<file path="src/rtl/frontend_req_arbiter_if.sv">
// rtl/frontend_req_arbiter_if.sv - four-core request bundle and single command/error output channel
// slave is the arbiter's view; master is the cores-plus-downstream view.
`ifndef ROW_BITS
`define ROW_BITS 14
`endif
`ifndef COL_BITS
`define COL_BITS 10
`endif
`ifndef BANK_BITS
`define BANK_BITS 3
`endif

interface frontend_req_arbiter_if #(
  parameter int ROW_BITS  = `ROW_BITS,
  parameter int COL_BITS  = `COL_BITS,
  parameter int BANK_BITS = `BANK_BITS
);
  localparam int A = ROW_BITS + COL_BITS + BANK_BITS;

  logic [3:0]           core_valid;
  logic [3:0]           core_ready;
  logic [3:0]           core_op;
  logic [7:0]           core_data_type;
  logic [4*A-1:0]       core_addr;
  logic [19:0]          core_req_id;

  logic                 out_valid;
  logic                 out_ready;
  logic                 out_op;
  logic [1:0]           out_data_type;
  logic [ROW_BITS-1:0]  out_row;
  logic [COL_BITS-1:0]  out_col;
  logic [BANK_BITS-1:0] out_bank;
  logic [4:0]           out_req_id;
  logic [1:0]           out_core_num;

  logic                 err_valid;
  logic [1:0]           err_core;

  modport slave (
    input  core_valid, core_op, core_data_type, core_addr, core_req_id, out_ready,
    output core_ready, out_valid, out_op, out_data_type, out_row, out_col, out_bank,
           out_req_id, out_core_num, err_valid, err_core
  );

  modport master (
    output core_valid, core_op, core_data_type, core_addr, core_req_id, out_ready,
    input  core_ready, out_valid, out_op, out_data_type, out_row, out_col, out_bank,
           out_req_id, out_core_num, err_valid, err_core
  );
endinterface

</file>
<file path="src/rtl/frontend_req_arbiter.sv">
// rtl/frontend_req_arbiter.sv - 4-core request arbiter with starvation aging and a one-deep command register
// Priority classes: starving > instruction > any; round-robin within the winning class.
`ifndef ROW_BITS
`define ROW_BITS 14
`endif
`ifndef COL_BITS
`define COL_BITS 10
`endif
`ifndef BANK_BITS
`define BANK_BITS 3
`endif

module frontend_req_arbiter #(
  parameter int ROW_BITS  = `ROW_BITS,
  parameter int COL_BITS  = `COL_BITS,
  parameter int BANK_BITS = `BANK_BITS,
  parameter int AGE_LIMIT = 8
) (
  input logic                  clk,
  input logic                  rst,
  frontend_req_arbiter_if.slave bus
);
  localparam int A = ROW_BITS + COL_BITS + BANK_BITS;
  localparam logic [1:0] DT_INSTRUCTION = 2'b10;
  localparam logic [1:0] DT_ILLEGAL     = 2'b11;
  localparam logic [3:0] AGE_LIM        = 4'(AGE_LIMIT);

  logic [1:0]           r_rr_ptr;
  logic [3:0]           r_wait [4];
  logic                 r_out_valid;
  logic                 r_out_op;
  logic [1:0]           r_out_data_type;
  logic [ROW_BITS-1:0]  r_out_row;
  logic [COL_BITS-1:0]  r_out_col;
  logic [BANK_BITS-1:0] r_out_bank;
  logic [4:0]           r_out_req_id;
  logic [1:0]           r_out_core_num;
  logic                 r_err_valid;
  logic [1:0]           r_err_core;

  logic                 w_slot_free;
  logic                 w_grant_en;
  logic [3:0]           w_starve;
  logic [3:0]           w_instr;
  logic [3:0]           w_class;
  logic [1:0]           w_gnt_idx;
  logic [3:0]           w_gnt_oh;
  logic                 w_gnt_op;
  logic [1:0]           w_gnt_dt;
  logic [A-1:0]         w_gnt_addr;
  logic [4:0]           w_gnt_id;
  logic                 w_load;
  logic                 w_drop;

  assign w_slot_free = !r_out_valid || bus.out_ready;
  assign w_grant_en  = !rst && w_slot_free && (|bus.core_valid);

  always_comb begin
    w_starve = '0;
    w_instr  = '0;
    for (int i = 0; i < 4; i++) begin
      w_starve[i] = bus.core_valid[i] && (r_wait[i] >= AGE_LIM);
      w_instr[i]  = bus.core_valid[i] && (bus.core_data_type[2*i +: 2] == DT_INSTRUCTION);
    end
    if (|w_starve)
      w_class = w_starve;
    else if (|w_instr)
      w_class = w_instr;
    else
      w_class = bus.core_valid;
  end

  always_comb begin : rr_pick
    logic [1:0] cand;
    logic       found;
    w_gnt_idx = r_rr_ptr;
    found     = 1'b0;
    cand      = r_rr_ptr;
    for (int k = 0; k < 4; k++) begin
      cand = r_rr_ptr + 2'(k);
      if (!found && w_class[cand]) begin
        w_gnt_idx = cand;
        found     = 1'b1;
      end
    end
  end

  always_comb begin
    w_gnt_oh   = w_grant_en ? (4'b0001 << w_gnt_idx) : 4'b0000;
    w_gnt_op   = bus.core_op[w_gnt_idx];
    w_gnt_dt   = bus.core_data_type[2*int'(w_gnt_idx) +: 2];
    w_gnt_addr = bus.core_addr[A*int'(w_gnt_idx) +: A];
    w_gnt_id   = bus.core_req_id[5*int'(w_gnt_idx) +: 5];
    w_load     = w_grant_en && (w_gnt_dt != DT_ILLEGAL);
    w_drop     = w_grant_en && (w_gnt_dt == DT_ILLEGAL);
  end

  // Aging: a core only accumulates wait while it is asking and losing.
  always_ff @(posedge clk or posedge rst) begin
    if (rst) begin
      for (int i = 0; i < 4; i++)
        r_wait[i] <= 4'd0;
    end else begin
      for (int i = 0; i < 4; i++) begin
        if (!bus.core_valid[i] || w_gnt_oh[i])
          r_wait[i] <= 4'd0;
        else if (r_wait[i] != 4'hF)
          r_wait[i] <= r_wait[i] + 4'd1;
      end
    end
  end

  always_ff @(posedge clk or posedge rst) begin
    if (rst) begin
      r_rr_ptr        <= 2'd0;
      r_out_valid     <= 1'b0;
      r_out_op        <= 1'b0;
      r_out_data_type <= 2'd0;
      r_out_row       <= '0;
      r_out_col       <= '0;
      r_out_bank      <= '0;
      r_out_req_id    <= 5'd0;
      r_out_core_num  <= 2'd0;
      r_err_valid     <= 1'b0;
      r_err_core      <= 2'd0;
    end else begin
      if (w_grant_en)
        r_rr_ptr <= w_gnt_idx + 2'd1;
      // An illegal grant never loads, so a dequeue in the same cycle still empties the slot.
      if (w_load) begin
        r_out_valid     <= 1'b1;
        r_out_op        <= w_gnt_op;
        r_out_data_type <= w_gnt_dt;
        r_out_row       <= w_gnt_addr[A-1 -: ROW_BITS];
        r_out_col       <= w_gnt_addr[COL_BITS+BANK_BITS-1 -: COL_BITS];
        r_out_bank      <= w_gnt_addr[BANK_BITS-1:0];
        r_out_req_id    <= w_gnt_id;
        r_out_core_num  <= w_gnt_idx;
      end else if (bus.out_ready) begin
        r_out_valid <= 1'b0;
      end
      r_err_valid <= w_drop;
      if (w_drop)
        r_err_core <= w_gnt_idx;
    end
  end

  assign bus.core_ready    = w_gnt_oh;
  assign bus.out_valid     = r_out_valid;
  assign bus.out_op        = r_out_op;
  assign bus.out_data_type = r_out_data_type;
  assign bus.out_row       = r_out_row;
  assign bus.out_col       = r_out_col;
  assign bus.out_bank      = r_out_bank;
  assign bus.out_req_id    = r_out_req_id;
  assign bus.out_core_num  = r_out_core_num;
  assign bus.err_valid     = r_err_valid;
  assign bus.err_core      = r_err_core;

endmodule

</file>
<file path="src/flat_wrapper.sv">
// flat-port wrapper written by rule: the top's interface ports become plain ports
module frontend_req_arbiter_flat 
#(
  parameter int ROW_BITS  = `ROW_BITS,
  parameter int COL_BITS  = `COL_BITS,
  parameter int BANK_BITS = `BANK_BITS,
  parameter int AGE_LIMIT = 8
)
  (clk, rst, bus_core_valid, bus_core_op, bus_core_data_type, bus_core_addr, bus_core_req_id, bus_out_ready, bus_core_ready, bus_out_valid, bus_out_op, bus_out_data_type, bus_out_row, bus_out_col, bus_out_bank, bus_out_req_id, bus_out_core_num, bus_err_valid, bus_err_core);
  frontend_req_arbiter_if #(.ROW_BITS(ROW_BITS), .COL_BITS(COL_BITS), .BANK_BITS(BANK_BITS)) bus_i ();
  input logic clk;
  input logic rst;
  input wire logic [$bits(bus_i.core_valid)-1:0] bus_core_valid;
  input wire logic [$bits(bus_i.core_op)-1:0] bus_core_op;
  input wire logic [$bits(bus_i.core_data_type)-1:0] bus_core_data_type;
  input wire logic [$bits(bus_i.core_addr)-1:0] bus_core_addr;
  input wire logic [$bits(bus_i.core_req_id)-1:0] bus_core_req_id;
  input wire logic [$bits(bus_i.out_ready)-1:0] bus_out_ready;
  output wire logic [$bits(bus_i.core_ready)-1:0] bus_core_ready;
  output wire logic [$bits(bus_i.out_valid)-1:0] bus_out_valid;
  output wire logic [$bits(bus_i.out_op)-1:0] bus_out_op;
  output wire logic [$bits(bus_i.out_data_type)-1:0] bus_out_data_type;
  output wire logic [$bits(bus_i.out_row)-1:0] bus_out_row;
  output wire logic [$bits(bus_i.out_col)-1:0] bus_out_col;
  output wire logic [$bits(bus_i.out_bank)-1:0] bus_out_bank;
  output wire logic [$bits(bus_i.out_req_id)-1:0] bus_out_req_id;
  output wire logic [$bits(bus_i.out_core_num)-1:0] bus_out_core_num;
  output wire logic [$bits(bus_i.err_valid)-1:0] bus_err_valid;
  output wire logic [$bits(bus_i.err_core)-1:0] bus_err_core;
  assign bus_i.core_valid = bus_core_valid;
  assign bus_i.core_op = bus_core_op;
  assign bus_i.core_data_type = bus_core_data_type;
  assign bus_i.core_addr = bus_core_addr;
  assign bus_i.core_req_id = bus_core_req_id;
  assign bus_i.out_ready = bus_out_ready;
  assign bus_core_ready = bus_i.core_ready;
  assign bus_out_valid = bus_i.out_valid;
  assign bus_out_op = bus_i.out_op;
  assign bus_out_data_type = bus_i.out_data_type;
  assign bus_out_row = bus_i.out_row;
  assign bus_out_col = bus_i.out_col;
  assign bus_out_bank = bus_i.out_bank;
  assign bus_out_req_id = bus_i.out_req_id;
  assign bus_out_core_num = bus_i.out_core_num;
  assign bus_err_valid = bus_i.err_valid;
  assign bus_err_core = bus_i.err_core;
  frontend_req_arbiter #(.ROW_BITS(ROW_BITS), .COL_BITS(COL_BITS), .BANK_BITS(BANK_BITS), .AGE_LIMIT(AGE_LIMIT)) u_core (.clk(clk), .rst(rst), .bus(bus_i));
endmodule
</file>
<file path="config.mk">
export PLATFORM = sky130hd
export DESIGN_NAME = frontend_req_arbiter_flat
export DESIGN_NICKNAME = d
export VERILOG_FILES = /design/src/rtl/frontend_req_arbiter_if.sv /design/src/rtl/frontend_req_arbiter.sv /design/src/flat_wrapper.sv
export SDC_FILE = /design/constraint.sdc
export NUM_CORES = 1
export LEC_CHECK = 0
export CORE_MARGIN = 2
export CORE_UTILIZATION = 35
export DETAILED_ROUTE_END_ITERATION = 8
export GPL_ROUTABILITY_DRIVEN = 0
export GPL_TIMING_DRIVEN = 0
export PLACE_DENSITY_LB_ADDON = 0.05
export SLEW_MARGIN = 20
export SYNTH_ARGS = -nofsm -noshare
export SYNTH_HDL_FRONTEND = slang
export SYNTH_SLANG_ARGS = --single-unit
</file>
<file path="constraint.sdc">
create_clock -name clk -period 11.7 [get_ports clk]
set_input_delay 2.34 -clock clk [delete_from_list [all_inputs] [get_ports clk]]
set_output_delay 2.34 -clock clk [all_outputs]
set_load 0.01 [all_outputs]
</file>
==> results.ini, run 1 <==
[floorplan]
coreArea_um2=11300
die_h_um=111
ios=192
rows=39
die_x_um=111
die_area_um2=12400
start_util_pct=35.7

[sta]
tightestPinTransition_ns=0.811
timing.fmax_mhz=113
maxSlewHeadroom_pct=45.5
hold_ws_ns=0.502
skew_ns=0.00561
setup_violations=0
fin_crit_ns=8.88
drv_slew=0
layout_setup_ws_ns=2.82
timing.setup.tns_ns=0
fin_crit_sh_pct=75.9
hold_viol=0
rsz0062_at_grt=false

[setup_path]
worst-r2r-cell-count=13
r2r_end=u_core.r_wait[14]
crit_chain=clkdlybuf4s50_1, a222oi_1, a21oi_1, a211oi_1, o2bb2ai_1, nand2_1, o221a_2, clkbuf_1, clkbuf_1, inv_1, ha_1, and2_1, clkdlybuf4s50_1
cp_data_arrival_time_ns=6.54
r2r_start=u_core.r_wait[15]
worstSetupStartpointType=primary input
crit_path_end_kind=primary output
critPathMaxStageDelay_ns=0.60
worstSetupStartpoint=bus_core_valid[0]
crit_required_ns=9.36
rrSetupSlack_ns=7.54
critical_path.max_fanout=11
cp_slowest_cell=a222oi_1
setup.worst_path.class=primary input to primary output

[cts]
numCtsBuffers=9
cts_resized=0
clkLatencyLatePin_ns=0.33
cts_setup_buffers=0
root_buffer=clkbuf_16
clkTransAtPathRegs_ns=0.05
cts-htree-levels=3
cts_tree=done
ctsHoldBuffers=0
clk_path_buf_depth=2
cts.sinks=59

[grt]
groute.usage.overall_pct=23.2
antenna_found_initial=0
grt_pass1_vias=4258
overflow=0
grt_pass1_wl_mm=23.1
grt_max_degree=42

[run_status]
status=finished clean

[layout]
fillerInstances=1037
final_cell_mix=190 x clkdlybuf4s50_1, 82 x nand2_1, 59 x dfrtp_1
diodes=0
fin_nets=811
syn2layout_area_growth_pct=59.8
final_common_cell=clkdlybuf4s50_1
drive_above_1_share_pct=9.57

[synthesis]
syn-num-nets=609
synthCells=451
ys_types=41
ys_ff_latch=59
syn_avg_cell_area_um2=8.96
synth_top_cell_by_area=dfrtp_1
synth-seq-area-share_pct=36.5
syn-cell-area_um2=4040
synth_area_leaders=dfrtp_1 37%, mux2_4 11%, nand2_1 7.6%
synth_top_area_share_pct=36.5
ys_warn_count=0

[placement]
post-place-ws_ns=2.83
dpl.hpwl_mm=10.6
io_buffer_count=190

[pwr]
power.leakage_nw=2.72
p_per_area_nw_per_um2=215
vdd_drop_max_uv=100

[flow_run]
cap_viol_max_count=0

[worst_hold_path]
hp-class=register to register
hp-start=u_core.bus.out_row[4]
hold_end=u_core.bus.out_row[4]
whs_path_depth=1

[route]
wl_per_cell_um=17.6
vias_per_cell=5.21
first_pass_iters=7
drc=0
ant_nets=0
drtIter0Drc=273
wl_mm=14.1
dr_total_vias=4172

how the worst max path moves through the flow:
stage / end / slack (ns)
after floorplan: bus_core_ready[0] / 4.48
after global placement: bus_core_ready[0] / 2.90
after detailed placement: bus_core_ready[0] / 2.83
after CTS: bus_core_ready[0] / 2.82
after global routing: bus_core_ready[2] / 2.46
final: bus_core_ready[0] / 2.82
critical path: cells and delay by family:
kind                     cells  cell delay (ns)
AO/OA/AOI/OAI                5             1.59
adder cells (fa/ha/maj)      1             0.22
buffers and inverters        5             2.15
AND/OR/NAND/NOR              2             0.24
cell families (layout without fill, tap and decap cells):
| family | after synthesis | in the layout | synth area share [%] |
|---|---|---|---|
| AOI/OAI and AO/OA | 105 | 105 | 17.7 |
| xor gates and xnor gates | 4 | 4 | 0.867 |
| adders and majority gates | 11 | 11 | 3.41 |
| buffers and inverters | 45 | 252 | 4.99 |
| DFF | 59 | 59 | 36.5 |
| muxes | 48 | 48 | 15.8 |
| and+or+nand+nor | 179 | 179 | 20.7 |
cells in the mapped netlist:
cell and n:
nand2b_1 6, a21oi_1 11, a2bb2oi_1 1, o2bb2ai_1 1, nor2b_1 35, nand3_1 8, a41oi_1 1, o22ai_1 1
o32a_1 1, nor2_1 26, a222oi_1 2, nand3b_1 4, o22a_1 2, a31oi_1 37, buf_2 1, o221a_2 1
mux2i_2 1, nor3_1 7, dfrtp_1 59, mux2_4 29, nor3b_1 2, ha_1 11, or3_1 1, nand2_1 82
nand2_2 1, inv_1 15, clkinv_2 1, xnor2_1 4, nor4_1 1, buf_1 3, a21o_1 2, mux2i_1 12
buf_6 4, o21ai_0 7, nand4_1 2, o21a_1 1, mux2_2 6, and2_1 4, a211oi_1 36, o21ai_2 1
clkbuf_1 21
sequential cells by signal, indices dropped and copies added (netlist names):
signal and count:
u_core.bus.out_data_type 2, u_core.r_wait 16, u_core.bus.out_row 14, u_core.bus.out_col 10, u_core.bus.out_core_num 2, u_core.bus.out_bank 3
u_core.r_rr_ptr 2, u_core.bus.err_core 2, u_core.bus.out_valid 1, u_core.bus.out_op 1, u_core.bus.out_req_id 5, u_core.bus.err_valid 1
where the power goes:
group          switching, mW  leakage [nW]  internal (mW)
sequential            0.0535         0.722          0.287
combinational          0.378          1.86          0.401
clock                  0.100         0.138          0.166
total                  0.532          2.72          0.855
stage by stage:
stage | area, um2 | total power, mW | util (%) | cells
after floorplan | 4040 | 0.789 | - | 451
after global placement | 6120 | 1.11 | 54.1 | 784
after detailed placement | 6150 | 1.12 | 54.3 | 785
after CTS | 6450 | 1.40 | 57.0 | 801
after global routing | 6450 | 1.48 | 57.0 | 801
final | 6450 | 1.39 | 57.0 | 801
routing by layer:
layer	global-route usage [%]	part of all wire, %	wire length [um]	up-vias
met5	0	0	0	-
met2	40.1	49	6930	161
met3	3.97	5.3	746	21
met4	6.83	1.9	261	0
met1	29.8	44	6140	1981
li1	-	-	-	2009
area by class of cell:
class                   count  area, um2  area share (%)
well taps                 143        179            2.77
clock buffers               9        225            3.49
repair buffers            191       1930            29.9
multi-input cells         347       2360            36.6
flip-flops and latches     59       1480            22.9
inverters                  16       63.8           0.989
clock inverters             7       78.8            1.22
plain buffers              29        140            2.17
(Power assumes the default switching activity.)
==> run 2, diff against run 1 <==
- clock period: 11.7 -> 9.3 ns (I/O delays scaled with it)
==> results of run 2 <==
The final DEF is identical to that of run 1. Status: finished clean.
Main changes from that run: setup slack after placement 2.83 ns -> 1.39 ns; setup slack after layout 2.82 ns -> 1.38 ns; register-to-register setup slack 7.54 ns -> 5.14 ns; total power 1.39 mW -> 1.74 mW; worst IR drop on VDD 100 uV -> 126 uV
==> run 3, diff against run 2 <==
- CORE_UTILIZATION: 35 -> 42
==> run 3 against run 2 <==
  * Power fell by 6.2%
  * Via count barely moved
  * Wire length fell by 4.2%
  * Worst setup slack improved by 0.086 ns
  * First-iteration DRC count fell by 38%
  * Non-clock buffer count did not move
  * Utilization rose by 11 points
  * Critical path type unchanged
  * Critical endpoint is now bus_core_ready[2]
  * Highest routed layer unchanged
==> results.ini, run 3 (synthesis results as in run 1) <==
[placement]
post-place-ws_ns=1.50  ; was 1.39 ns
io_buffer_count=190  ; unchanged
dpl.hpwl_mm=10.3  ; was 10.6 mm
dp.cells=771  ; was 785

[route]
wl_mm=13.5  ; was 14.1 mm
first_pass_iters=5  ; was 7
vias_per_cell=5.30  ; was 5.21
drc=0  ; unchanged
ant_nets=0  ; unchanged
dr_total_vias=4169  ; was 4,172
wl_per_cell_um=17.1  ; was 17.6 um
drtIter0Drc=168  ; was 273

[sta]
layout_setup_ws_ns=1.47  ; was 1.38 ns
setup_violations=0  ; unchanged
maxSlewHeadroom_pct=42.4  ; was 45.5%
timing.fmax_mhz=128  ; was 126 MHz
rsz0062_at_grt=false  ; unchanged
timing.setup.tns_ns=0  ; unchanged
drv_slew=0  ; unchanged
fin_crit_sh_pct=84.2  ; was 85.2%
skew_ns=0.00870  ; was 0.00561 ns
tightestPinTransition_ns=0.857  ; was 0.811 ns
fin_crit_ns=7.83  ; was 7.92 ns
hold_ws_ns=0.505  ; was 0.502 ns
hold_viol=0  ; unchanged

[setup_path]
critPathMaxStageDelay_ns=0.61  ; was 0.60 ns
worstSetupStartpoint=bus_core_valid[0]  ; unchanged
cp_data_arrival_time_ns=5.97  ; was 6.06 ns
r2r_start=u_core.r_wait[15]  ; unchanged
rrSetupSlack_ns=5.17  ; was 5.14 ns
endpoint=bus_core_ready[2]  ; was bus_core_ready[0]
critical_path.max_fanout=11  ; unchanged
cp_num_buf_inv=5  ; unchanged
setup.worst_path.class=primary input to primary output  ; unchanged
crit_path_end_kind=primary output  ; unchanged
crit_required_ns=7.44  ; about the same
worstSetupStartpointType=primary input  ; unchanged
cp.depth=12  ; was 13
crit_family=buffers and inverters  ; unchanged
worst-r2r-cell-count=12  ; was 13
crit_chain=clkdlybuf4s50_1, a222oi_1, a21oi_1, a211oi_1, a2bb2oi_1, o221a_2, clkbuf_1, clkbuf_1, inv_1, ha_1, and2_1, clkdlybuf4s50_1  ; was clkdlybuf4s50_1, a222oi_1, a21oi_1, a211oi_1, o2bb2ai_1, nand2_1, o221a_2, clkbuf_1, clkbuf_1, inv_1, ha_1, and2_1, clkdlybuf4s50_1
r2r_end=u_core.r_wait[15]  ; was u_core.r_wait[14]
cp_slowest_cell=a222oi_1  ; unchanged

[layout]
multi_input_area_um2=2360  ; unchanged
fillerInstances=782  ; was 1,037
fin_cells=787  ; was 801
fin_nets=811  ; unchanged
largest_register_ffs=16  ; unchanged
final_cell_mix=190 x clkdlybuf4s50_1, 82 x nand2_1, 59 x dfrtp_1  ; unchanged
diodes=0  ; unchanged
register_area_um2=1480  ; unchanged
final_common_cell=clkdlybuf4s50_1  ; unchanged
syn2layout_area_growth_pct=56.6  ; was 59.8%
fin_util_pct=68.1  ; was 57.0%
drive_above_1_share_pct=9.57  ; unchanged
top_register=u_core.r_wait  ; unchanged

[pwr]
p_seq_share_pct=26.0  ; was 24.6%
swShare_pct=39.5  ; was 38.3%
power.leakage_nw=2.68  ; was 2.72 nW
power.internal_mw=0.989  ; was 1.08 mW
switchingPower_mw=0.647  ; was 0.669 mW
comb_power_share_pct=59.8  ; was 56.2%
vdd_drop_max_uv=110  ; was 126 uV
p_per_area_nw_per_um2=259  ; was 270 nW/um2
p_clk_share_pct=14.3  ; was 19.2%

[cts]
cts_resized=0  ; unchanged
clk_path_buf_depth=2  ; unchanged
clkTransAtPathRegs_ns=0.07  ; was 0.05 ns
cts-htree-levels=3  ; unchanged
cts_setup_buffers=0  ; unchanged
cts.sinks=59  ; unchanged
root_buffer=clkbuf_8  ; was clkbuf_16
numCtsBuffers=9  ; unchanged
clkLatencyLatePin_ns=0.34  ; was 0.33 ns
ctsHoldBuffers=0  ; unchanged
cts_tree=done  ; unchanged

[grt]
grt_pass1_vias=4233  ; was 4,258
overflow=0  ; unchanged
antenna_found_initial=0  ; unchanged
groute.usage.overall_pct=25.9  ; was 23.2%
grt_pass1_wl_mm=21.1  ; was 23.1 mm
grt_max_degree=49  ; was 42

[floorplan]
coreArea_um2=9280  ; was 11,300 um2
ios=192  ; unchanged
rows=35  ; was 39
start_util_pct=43.5  ; was 35.7%
die_x_um=102  ; was 111 um
die_area_um2=10400  ; was 12,400 um2
die_h_um=102  ; was 111 um

[flow_run]
cap_viol_max_count=0  ; unchanged

[worst_hold_path]
hp-class=register to register  ; unchanged

[run_status]
status=finished clean  ; unchanged

-- run 3: cell types whose count changed in the layout (fill, tap and decap cells not counted), sizes merged --
cell | previous run | this run
clkinv | 4 | 5
clkinvlp | 3 | 2
-- run 3: how the worst min path moves through the flow --
stage	startpoint	to	slack (ns)	cells past startpoint
2_1_floorplan	u_core.r_rr_ptr[0]	u_core.r_rr_ptr[0]	0.49	2
3_3_place_gp	u_core.bus.out_data_type[1]	u_core.bus.out_data_type[1]	0.48	1
3_5_place_dp	u_core.bus.out_col[4]	u_core.bus.out_col[4]	0.49	1
4_1_cts	u_core.bus.out_data_type[1]	u_core.bus.out_data_type[1]	0.51	1
5_1_grt	u_core.bus.out_col[4]	u_core.bus.out_col[4]	0.52	1
6_report	u_core.bus.out_data_type[1]	u_core.bus.out_data_type[1]	0.50	1
-- run 3: final cells by class --
class	instances	area share, %
Multi-Input combinational cell	347	37.3
Timing Repair Buffer	191	30.5
Sequential cell	59	23.3
Tap cell	129	2.55
Buffer	29	2.22
Clock buffer	9	1.96
Clock inverter	7	1.09
Inverter	16	1.01
-- run 3: power by group through the flow --
stage          clock network, mW  registers (mW)  logic (mW)
3_3_place_gp                   0           0.423       0.963
2_1_floorplan                  0           0.465       0.527
6_report                   0.233           0.425       0.977
4_1_cts                    0.238           0.424       0.984
5_1_grt                    0.250           0.438        1.06
3_5_place_dp                   0           0.429       0.976
-- run 3: routing by layer --
| layer | vias to the layer above | share of wire [%] | track usage, % |
|---|---|---|---|
| met5 | - | 0 | 0 |
| met4 | 0 | 2.5 | 8.92 |
| met3 | 25 | 8.4 | 6.98 |
| met2 | 164 | 48 | 44.7 |
| met1 | 1982 | 41 | 31.3 |
| li1 | 1998 | - | - |
-- run 3: per-stage QoR --
step | power [mW] | area [um2]
floorplan | 0.992 | 4040
global placement | 1.39 | 6100
detailed placement | 1.40 | 6130
CTS | 1.65 | 6330
global route | 1.75 | 6330
finish | 1.64 | 6330
